`config.mk`:
```
export PLATFORM = sky130hd
export DESIGN_NAME = md_sequencer_flat
export DESIGN_NICKNAME = d
export VERILOG_FILES = /design/src/rtl/md_pkg.sv /design/src/rtl/md_sequencer_if.sv /design/src/rtl/md_div_iter.sv /design/src/rtl/md_sequencer.sv /design/src/flat_wrapper.sv
export SDC_FILE = /design/constraint.sdc
export NUM_CORES = 2
export LEC_CHECK = 0
export BUFFER_PORTS_ARGS = -buffer_cell sky130_fd_sc_hd__buf_2
export CAP_MARGIN = 20
export CORE_MARGIN = 4
export CORE_UTILIZATION = 65
export DETAILED_ROUTE_END_ITERATION = 10
export PLACE_DENSITY = 0.82
export SLEW_MARGIN = 20
export SYNTH_ARGS = -nofsm -noshare
export SYNTH_HDL_FRONTEND = slang
export SYNTH_HIERARCHICAL = 1
export SYNTH_SLANG_ARGS = --single-unit
```
`constraint.sdc`:
```
create_clock -name clk -period 9.9 [get_ports clk]
set_clock_uncertainty 0.05 [all_clocks]
set_input_delay 0 -clock clk [delete_from_list [all_inputs] [get_ports clk]]
set_output_delay 0 -clock clk [all_outputs]
set_load 0.02 [all_outputs]
```
`src/rtl/md_pkg.sv`:
```
// Shared definitions for the multiply/divide sequencer: func codes, FSM states
// and a small operand helper used when preparing divider magnitudes.
package md_pkg;

  localparam logic [2:0] MD_MULT = 3'b001;
  localparam logic [2:0] MD_DIV  = 3'b010;
  localparam logic [2:0] MD_MTHI = 3'b011;
  localparam logic [2:0] MD_MTLO = 3'b100;

  localparam int unsigned DIV_STEPS = 32;

  typedef enum logic [1:0] {
    IDLE = 2'd0,
    MUL  = 2'd1,
    DIV  = 2'd2
  } md_state_e;

  function automatic logic [31:0] mag32(input logic [31:0] v, input logic is_sign);
    return (is_sign && v[31]) ? (~v + 32'd1) : v;
  endfunction

endpackage

```
`src/rtl/md_sequencer_if.sv`:
```
// EX-stage <-> multiply/divide sequencer bundle; master is the pipeline side.
interface md_sequencer_if;
  logic        start;
  logic [2:0]  func;
  logic        is_sign;
  logic [31:0] op_a;
  logic [31:0] op_b;
  logic        flush;
  logic        read_hi;
  logic        read_lo;
  logic        busy;
  logic        stall;
  logic [31:0] hi;
  logic [31:0] lo;
  logic        done;

  modport master (
    output start, func, is_sign, op_a, op_b, flush, read_hi, read_lo,
    input  busy, stall, hi, lo, done
  );

  modport slave (
    input  start, func, is_sign, op_a, op_b, flush, read_hi, read_lo,
    output busy, stall, hi, lo, done
  );
endinterface

```
`src/rtl/md_div_iter.sv`:
```
// 32-step restoring unsigned divider. done_o marks the cycle whose closing edge
// commits the last step; quotient_o/remainder_o carry that step's results.
module md_div_iter
  import md_pkg::*;
(
  input  logic        clk,
  input  logic        rst,
  input  logic        start_i,
  input  logic        clear_i,
  input  logic [31:0] dividend_i,
  input  logic [31:0] divisor_i,
  output logic        done_o,
  output logic [31:0] quotient_o,
  output logic [31:0] remainder_o
);

  logic [31:0] rem_q, rem_d;
  logic [31:0] quo_q, quo_d;
  logic [31:0] dvs_q, dvs_d;
  logic [5:0]  cnt_q, cnt_d;

  logic [32:0] shifted;
  logic        fits;

  always_comb begin
    // Partial remainder shifted left, pulling in the next dividend bit
    shifted     = {rem_q, quo_q[31]};
    fits        = (shifted >= {1'b0, dvs_q});
    quotient_o  = {quo_q[30:0], fits};
    remainder_o = fits ? (shifted[31:0] - dvs_q) : shifted[31:0];

    rem_d = rem_q;
    quo_d = quo_q;
    dvs_d = dvs_q;
    cnt_d = cnt_q;
    if (clear_i) begin
      rem_d = '0;
      quo_d = '0;
      dvs_d = '0;
      cnt_d = '0;
    end else if (start_i) begin
      rem_d = '0;
      quo_d = dividend_i;
      dvs_d = divisor_i;
      cnt_d = 6'(DIV_STEPS);
    end else if (cnt_q != 6'd0) begin
      rem_d = remainder_o;
      quo_d = quotient_o;
      cnt_d = cnt_q - 6'd1;
    end
  end

  assign done_o = (cnt_q == 6'd1) && !clear_i;

  always_ff @(posedge clk or negedge rst) begin
    if (!rst) begin
      rem_q <= '0;
      quo_q <= '0;
      dvs_q <= '0;
      cnt_q <= '0;
    end else begin
      rem_q <= rem_d;
      quo_q <= quo_d;
      dvs_q <= dvs_d;
      cnt_q <= cnt_d;
    end
  end

endmodule

```
`src/rtl/md_sequencer.sv`:
```
// HI/LO multiply/divide sequencer: counter-released multiply, iterative divide
// with sign fix-up and zero/overflow handling, single-cycle mthi/mtlo.
module md_sequencer
  import md_pkg::*;
#(
  parameter int unsigned MUL_CYCLES = 5,
  parameter int unsigned DIV_CYCLES = 32
) (
  input  logic           clk,
  input  logic           rst,
  md_sequencer_if.slave  md
);

  md_state_e   state_q, state_d;
  logic [5:0]  cnt_q, cnt_d;
  logic [31:0] a_q, a_d;
  logic [31:0] b_q, b_d;
  logic        sign_q, sign_d;
  logic [31:0] hi_q, hi_d;
  logic [31:0] lo_q, lo_d;
  logic        done_q, done_d;

  logic        busy;
  logic        accept;
  logic        div_start;
  logic        div_clear;
  logic        div_done;
  logic [31:0] div_quo;
  logic [31:0] div_rem;

  logic signed [32:0] mul_a;
  logic signed [32:0] mul_b;
  logic [63:0]        product;

  logic        q_neg;
  logic        r_neg;
  logic [31:0] quo_fix;
  logic [31:0] rem_fix;
  logic        div_by_zero;
  logic        div_ovf;

  assign busy      = (state_q != IDLE);
  assign accept    = (state_q == IDLE) && md.start && !md.flush;
  assign div_start = accept && (md.func == MD_DIV);
  assign div_clear = md.flush && busy;

  md_div_iter u_div (
    .clk         (clk),
    .rst         (rst),
    .start_i     (div_start),
    .clear_i     (div_clear),
    .dividend_i  (mag32(md.op_a, md.is_sign)),
    .divisor_i   (mag32(md.op_b, md.is_sign)),
    .done_o      (div_done),
    .quotient_o  (div_quo),
    .remainder_o (div_rem)
  );

  // 33-bit extension lets one signed multiplier serve both signednesses
  assign mul_a   = {sign_q & a_q[31], a_q};
  assign mul_b   = {sign_q & b_q[31], b_q};
  assign product = 64'(mul_a) * 64'(mul_b);

  assign q_neg       = sign_q && (a_q[31] ^ b_q[31]);
  assign r_neg       = sign_q && a_q[31];
  assign quo_fix     = q_neg ? (~div_quo + 32'd1) : div_quo;
  assign rem_fix     = r_neg ? (~div_rem + 32'd1) : div_rem;
  assign div_by_zero = (b_q == 32'd0);
  assign div_ovf     = sign_q && (a_q == 32'h8000_0000) && (b_q == 32'hFFFF_FFFF);

  always_comb begin
    state_d = state_q;
    cnt_d   = cnt_q;
    a_d     = a_q;
    b_d     = b_q;
    sign_d  = sign_q;
    hi_d    = hi_q;
    lo_d    = lo_q;
    done_d  = 1'b0;

    unique case (state_q)
      IDLE: begin
        if (accept) begin
          if (md.func == MD_MULT) begin
            a_d     = md.op_a;
            b_d     = md.op_b;
            sign_d  = md.is_sign;
            cnt_d   = 6'(MUL_CYCLES);
            state_d = MUL;
          end else if (md.func == MD_DIV) begin
            a_d     = md.op_a;
            b_d     = md.op_b;
            sign_d  = md.is_sign;
            cnt_d   = 6'(DIV_CYCLES);
            state_d = DIV;
          end else if (md.func == MD_MTHI) begin
            hi_d = md.op_a;
          end else if (md.func == MD_MTLO) begin
            lo_d = md.op_a;
          end
        end
      end

      MUL: begin
        if (md.flush) begin
          state_d = IDLE;
          cnt_d   = '0;
        end else if (cnt_q == 6'd1) begin
          hi_d    = product[63:32];
          lo_d    = product[31:0];
          done_d  = 1'b1;
          state_d = IDLE;
          cnt_d   = '0;
        end else begin
          cnt_d = cnt_q - 6'd1;
        end
      end

      DIV: begin
        if (md.flush) begin
          state_d = IDLE;
          cnt_d   = '0;
        end else if (div_done) begin
          if (div_by_zero) begin
            hi_d = a_q;
            lo_d = 32'hFFFF_FFFF;
          end else if (div_ovf) begin
            hi_d = 32'd0;
            lo_d = 32'h8000_0000;
          end else begin
            hi_d = rem_fix;
            lo_d = quo_fix;
          end
          done_d  = 1'b1;
          state_d = IDLE;
          cnt_d   = '0;
        end else begin
          cnt_d = cnt_q - 6'd1;
        end
      end

      default: begin
        state_d = IDLE;
        cnt_d   = '0;
      end
    endcase
  end

  always_ff @(posedge clk or negedge rst) begin
    if (!rst) begin
      state_q <= IDLE;
      cnt_q   <= '0;
      a_q     <= '0;
      b_q     <= '0;
      sign_q  <= 1'b0;
      hi_q    <= '0;
      lo_q    <= '0;
      done_q  <= 1'b0;
    end else begin
      state_q <= state_d;
      cnt_q   <= cnt_d;
      a_q     <= a_d;
      b_q     <= b_d;
      sign_q  <= sign_d;
      hi_q    <= hi_d;
      lo_q    <= lo_d;
      done_q  <= done_d;
    end
  end

  assign md.busy  = busy;
  assign md.stall = busy && (md.start || md.read_hi || md.read_lo);
  assign md.hi    = hi_q;
  assign md.lo    = lo_q;
  assign md.done  = done_q;

endmodule

```
`src/flat_wrapper.sv`:
```
// flat-port wrapper written by rule: the top's interface ports become plain ports
module md_sequencer_flat import md_pkg::*;
#(
  parameter int unsigned MUL_CYCLES = 5,
  parameter int unsigned DIV_CYCLES = 32
)
  (clk, rst, md_start, md_func, md_is_sign, md_op_a, md_op_b, md_flush, md_read_hi, md_read_lo, md_busy, md_stall, md_hi, md_lo, md_done);
  md_sequencer_if md_i ();
  input  logic clk;
  input  logic rst;
  input wire logic [$bits(md_i.start)-1:0] md_start;
  input wire logic [$bits(md_i.func)-1:0] md_func;
  input wire logic [$bits(md_i.is_sign)-1:0] md_is_sign;
  input wire logic [$bits(md_i.op_a)-1:0] md_op_a;
  input wire logic [$bits(md_i.op_b)-1:0] md_op_b;
  input wire logic [$bits(md_i.flush)-1:0] md_flush;
  input wire logic [$bits(md_i.read_hi)-1:0] md_read_hi;
  input wire logic [$bits(md_i.read_lo)-1:0] md_read_lo;
  output wire logic [$bits(md_i.busy)-1:0] md_busy;
  output wire logic [$bits(md_i.stall)-1:0] md_stall;
  output wire logic [$bits(md_i.hi)-1:0] md_hi;
  output wire logic [$bits(md_i.lo)-1:0] md_lo;
  output wire logic [$bits(md_i.done)-1:0] md_done;
  assign md_i.start = md_start;
  assign md_i.func = md_func;
  assign md_i.is_sign = md_is_sign;
  assign md_i.op_a = md_op_a;
  assign md_i.op_b = md_op_b;
  assign md_i.flush = md_flush;
  assign md_i.read_hi = md_read_hi;
  assign md_i.read_lo = md_read_lo;
  assign md_busy = md_i.busy;
  assign md_stall = md_i.stall;
  assign md_hi = md_i.hi;
  assign md_lo = md_i.lo;
  assign md_done = md_i.done;
  md_sequencer #(.MUL_CYCLES(MUL_CYCLES), .DIV_CYCLES(DIV_CYCLES)) u_core (.clk(clk), .rst(rst), .md(md_i));
endmodule
```
## Word-level counts from Yosys, hierarchy flattened

Cells that the tools add are included.

| word-level totals | value |
|---|---|
| bits in registers | 240 |
| output and inout port bits | 67 |
| word-level logic and storage cells | 146 |

| cells by class | value |
|---|---|
| add/subtract/negate cells | 7 |
| $mul | 1 |
| magnitude comparators | 1 |
| equal/unequal tests | 23 |
| muxes and demuxes | 66 |
| bitwise operators | 7 |
| reduce and logical (&&, ||, !) cells | 29 |

Operators with widths:

| cell | count |
|---|---|
| 32-bit 2-to-1 mux | 38 |
| 32-bit one-hot mux with 3 select lines | 2 |
| 32-bit by 1-bit adder with 32-bit output (second input constant) | 4 |
| 32-bit inverter | 4 |
| 32-bit == test (second input constant) | 2 |
| 33-bit by 33-bit multiplier with 64-bit output | 1 |
| 6-bit 2-to-1 mux | 10 |
| 33-bit by 32-bit greater-or-equal comparator with 1-bit output | 1 |
| 32-bit logical NOT | 1 |
| 32-bit subtractor | 1 |
| 6-bit one-hot mux with 3 select lines | 1 |
| 2-bit 2-to-1 mux | 7 |
| 2-bit inequality test (second input constant) | 7 |
| 6-bit by 1-bit == test with 1-bit output (second input constant) | 2 |
| 1-bit logical AND | 12 |
| 6-bit by 1-bit subtractor with 6-bit output (second input constant) | 2 |
| 10-bit AND reduction | 1 |
| 9-bit AND reduction | 1 |
| 3-bit by 2-bit == test with 1-bit output (second input constant) | 2 |
| 1-bit 2-to-1 mux | 6 |
| 2-bit by 1-bit inequality test with 1-bit output (second input constant) | 3 |
| 3-bit by 2-bit inequality test with 1-bit output (second input constant) | 2 |
| 2-bit one-hot mux with 3 select lines | 1 |
| 2-bit nonzero test | 3 |
| other kinds (16) | 20 |

## Longest topological paths before layout

| logic depth | value |
|---|---|
| depth after elaboration | 10 |
| gate-level depth with buffers | 33 |
| gate-level depth less buffers | 28 |

## Modules after synthesis

Netlist, hierarchy kept.

Modules (own cells, without submodules):

| module | times used | cells an instance | area an instance (sq um) | sequential area each (sq um) |
|---|---|---|---|---|
| md_sequencer | 1 | 5,534 | 47,993.5 | 3,453.3 |
| md_div_iter | 1 | 857 | 7,035.5 | 2,552.4 |

## Worst setup path before layout

No wires, ideal clock.

| timing path | value |
|---|---|
| path type | reg2reg |
| from | register u_core.a_q[31] |
| to | register u_core.hi_q[30] (netlist: u_core/md.hi[30]) |
| setup time | 0.134 ns |
| arrival | 8.507 ns |
| data required time | 9.716 ns |
| slack | 1.209 ns |
| cell stages (with the launch flop) | 32 |
| period minus slack after synthesis | 8.691 ns |
| path through | dfrtp_1 -> clkbuf_1 -> and2_1 -> clkbuf_1 -> clkbuf_1 -> clkbuf_1 -> nand2_1 -> inv_1 -> fa_1 -> inv_1 -> fa_1 -> inv_1 -> fa_1 -> fa_1 -> inv_1 -> fa_1 -> inv_1 -> fa_1 -> inv_1 -> fa_1 -> fa_1 -> inv_1 -> ha_1 -> a21oi_1 -> o21ai_0 -> a21o_1 -> a21o_1 -> a21oi_1 -> a21boi_1 -> o221a_2 -> mux2i_1 -> o211ai_1 |

| between the ends | value |
|---|---|
| longest elaborated chain between the ends | 8 |
| elaborated cells between the ends (all ways) | 14 |
| classes of those cells | mul (1); eq/ne (1); mux (8); bitwise (1); reduce/logical (3) |

RTL lines:

| element | RTL line | source |
|---|---|---|
| start: declaration | md_sequencer.sv:16 | `logic [31:0] a_q, a_d;` |
| start signal: assignment | md_sequencer.sv:153 | `a_q <= '0;` |
| start signal: assignment | md_sequencer.sv:162 | `a_q <= a_d;` |
| parallel branches: the longest is 7 deep, another holds 33-bit by 33-bit multiplier with 64-bit output | - |  |
| 32-bit one-hot mux with 3 select lines (*) | md_sequencer.sv:81 | `unique case (state_q)` |
| end signal: assignment | md_sequencer.sv:165 | `hi_q <= hi_d;` |
| end: declaration | md_sequencer.sv:19 | `logic [31:0] hi_q, hi_d;` |

Every way passes the cells marked *. The select of a mux whose other input is x is not followed.
A chain may end at the register's enable or synchronous reset.

## Worst setup path after layout

| timing path | value |
|---|---|
| from | register u_core.b_q[3] |
| to | register u_core.hi_q[31] (netlist: u_core/md.hi[31]) |

| between the ends | value |
|---|---|
| longest elaborated chain between the ends | 7 |
| elaborated cells between the ends (all ways) | 11 |
| classes of those cells | mul (1); eq/ne (1); mux (7); reduce/logical (2) |

RTL lines:

| element | RTL line | source |
|---|---|---|
| start: declaration | md_sequencer.sv:17 | `logic [31:0] b_q, b_d;` |
| start signal: assignment | md_sequencer.sv:154 | `b_q <= '0;` |
| start signal: assignment | md_sequencer.sv:163 | `b_q <= b_d;` |
| parallel branches: the longest is 6 deep, another holds 33-bit by 33-bit multiplier with 64-bit output | - |  |
| 32-bit one-hot mux with 3 select lines (*) | md_sequencer.sv:81 |  |

Marks and branches as above.

==> flow_summary_export.csv <==
group,metric,value,unit
timing,setup_tns,0,ns
critical_path,crit_fanout,19,
min_path,holdCritPathClass,"in2async",
timing,rsz0062_at_grt,"false",
global_routing,grt_start_max_net_pins,113,
clocking,cts-root-buf,"clkbuf_16",
global_routing,grt_usage,38.3,%
synthesis,yosys_warnings,6,
clocking,cts_tree,"yes",
critical_path,worst_setup_path_end_kind,"flip-flop",
synthesis,synth-edff-count,0,
status,status,"completed",
critical_path,startpoint_type,"flip-flop",
timing,worst_slew_pin_slew,1.16,ns
global_routing,antenna_found_initial,11,
die,die_width,299,µm
die,start_util,65.7,%
synthesis,yosys.area.top_type_share,41.0,%
critical_path,slowest_delay,0.89,ns
clocking,cts_sinks,240,
timing,finalMaxSlewViolations,0,
timing,finalSetupViolCount,0,
synthesis,synth_area_leaders,"fa_1 41%, dfrtp_1 11%, inv_1 8.2%, nand2_1 7.5%, ha_1 5.8%",
route,drtAntennaViolNets,0,
synthesis,synth_most_common_cell,"inv_1",
clocking,htreeDepth,1,
die,die_area,89400,µm²
critical_path,r2r_end,"u_core/md.hi[31]",
critical_path,r2r-start,"u_core/b_q[3]",
synthesis,synthesis.nets,7848,
synthesis,ys_async_sr_fraction,100,%
critical_path,rr_worst_depth,25,
timing,max_slew_margin,22.3,%
finish,drive_above_1_share,6.23,%
critical_path,crit_arrival,9.39,ns
clocking,ctsResizeCount,0,
finish,nets,7767,
placed_design,place_inst,7345,
clocking,cts_hold_buf,69,
clocking,clk_latency,0.57,ns
critical_path,cp-startpoint,"u_core/b_q[3]",
route,drc,0,
placed_design,hpwl,133000,µm
synthesis,mappedNetlistArea,55000,µm²
finish,final_cells,7466,
synthesis,post_synth.cell_area_avg,8.61,µm²
timing,hold_slack,0.0591,ns
critical_path,worst-r2r-setup-slack,0.92,ns
clocking,cts.clk_slew.worst_paths,0.06,ns
clocking,cts_setup_buffers,0,
global_routing,grt_overflow,0,
timing,period_minus_slack,8.98,ns
timing,fin_ws,0.915,ns
clocking,cts_buffer_depth,3,
route,drtIter0Drc,4655,
route,dr.pass1.iters,8,
die,rows,106,
global_routing,grt_pass1_wl,268000,µm
clocking,cts_buffers,28,
timing,min_period_over_period,90.8,%
critical_path,crit_top_cell,"fa_1",
synthesis,synth_common_cells,"1208 x inv_1, 1126 x fa_1, 1104 x nand2_1",
timing,hold_violations,0,
synthesis,yosysTopAreaCell,"fa_1",
finish,synthToLayoutAreaGrowth,5.26,%
die,die_y,299,µm
placed_design,pre_cts_ws,1.10,ns
route,via_per_inst,6.09,
critical_path,cp_data_required_time,10.30,ns
synthesis,seq_area_frac_synth,10.9,%
critical_path,crit_path_top_delay_cell,"dfrtp_1",
route,wire_per_inst,22.5,µm
synthesis,syn_inst,6391,
die,coreArea,83800,µm²
global_routing,grt_pass1_vias,48700,
route,totalWireLength,168000,µm
critical_path,worst-setup-path-type,"reg2reg",
placed_design,gp_congestion,1.01,
placed_design,port_buffers,140,
synthesis,yosysUniqueCellTypes,95,
route,num_vias,45500,
synthesis,ys_seq_elements,240,
timing,fmax,0.111,GHz
synthesis,synth_ff_type,"dfrtp_1",
die,ioPinCount,141,
job,maxCapViolations,0,
==> cell families after synthesis <==
kind of cell | Yosys count | synth area share (%)
and+or+nand+nor | 2043 | 17.1
buffers and inverters | 1642 | 11.5
adders and majority gates | 1383 | 46.8
AOI/OAI and AO/OA | 823 | 9.35
DFF | 240 | 10.9
xor gates and xnor gates | 210 | 3.34
muxes | 50 | 0.971
==> area by class of cell <==
type,instances,area [µm²]
clock buffers,40,807
multi-input cells,4509,42800
repair buffers,321,2270
flip-flops and latches,240,6020
fillers,6531,25900
diodes,3,7.51
clock inverters,9,101
well taps,1134,1420
inverters,1210,4540
==> sequential cells by signal (all words and copies together), names as in the netlist <==
register	cells
u_core/a_q	32
u_core/b_q	32
u_core/cnt_q	6
u_core/md.done	1
u_core/md.hi	32
u_core/md.lo	32
u_core/sign_q	1
u_core/state_q	2
u_core/u_div/cnt_q	6
u_core/u_div/dvs_q	32
u_core/u_div/quo_q	32
u_core/u_div/rem_q	32
==> placed cells by master, fill, tap and decap left out, drive strengths merged, types with 11 or more instances in the layout <==
cell type    instances
nand3               38
a311oi              12
o21bai              18
or3                 17
mux2                15
nor3                64
a31oi               22
mux2i               35
xor2                93
and3                38
nand2             1104
clkbuf              40
dlygate4sd3         69
nor2               266
dfrtp              240
o31ai               47
nand4               27
a221oi              15
xnor2              117
fa                1126
buf                252
a211oi              21
a21oi              252
o22ai               13
nand2b              23
and2               357
a21o                50
o21ai              250
ha                 257
o21a                19
or4                 11
or2                 21
nor4                32
nor2b               11
inv               1209
==> through the flow <==
step	instance area, µm²	util (%)
after floorplan	55000	-
after global placement	56300	67.2
after detailed placement	56300	67.2
after CTS	57900	69.1
after global routing	57900	69.1
final	57900	69.1
==> metal layers <==
layer	vias up	GRT usage [%]	wire, µm
met3	719	7.41	16400
li1	19300	-	-
met1	22800	48.1	59400
met4	6	22.6	12500
met5	-	0	38
met2	2690	62.4	79300
==> critical path, delay by kind of cell, from the launching register on <==
| kind | cells | cell delay [ns] |
|---|---|---|
| DFF | 1 | 0.89 |
| AOI/OAI and AO/OA | 6 | 2.07 |
| and+or+nand+nor | 4 | 0.71 |
| adders and majority gates | 9 | 4.46 |
| buffers and inverters | 6 | 0.67 |
==> worst max path at each step <==
stage | depth (start not counted) | slack, ns | to
after floorplan | 31 | 1.21 | u_core/md.hi[30]
after global placement | 25 | 1.21 | u_core/md.hi[31]
after detailed placement | 25 | 1.10 | u_core/md.hi[31]
after CTS | 25 | 1.09 | u_core/md.hi[31]
after global routing | 25 | 0.61 | u_core/md.hi[31]
final | 25 | 0.92 | u_core/md.hi[31]
Power is not shown: default switching activity piles up to over one toggle a cycle in this logic, so the estimate is an artifact.
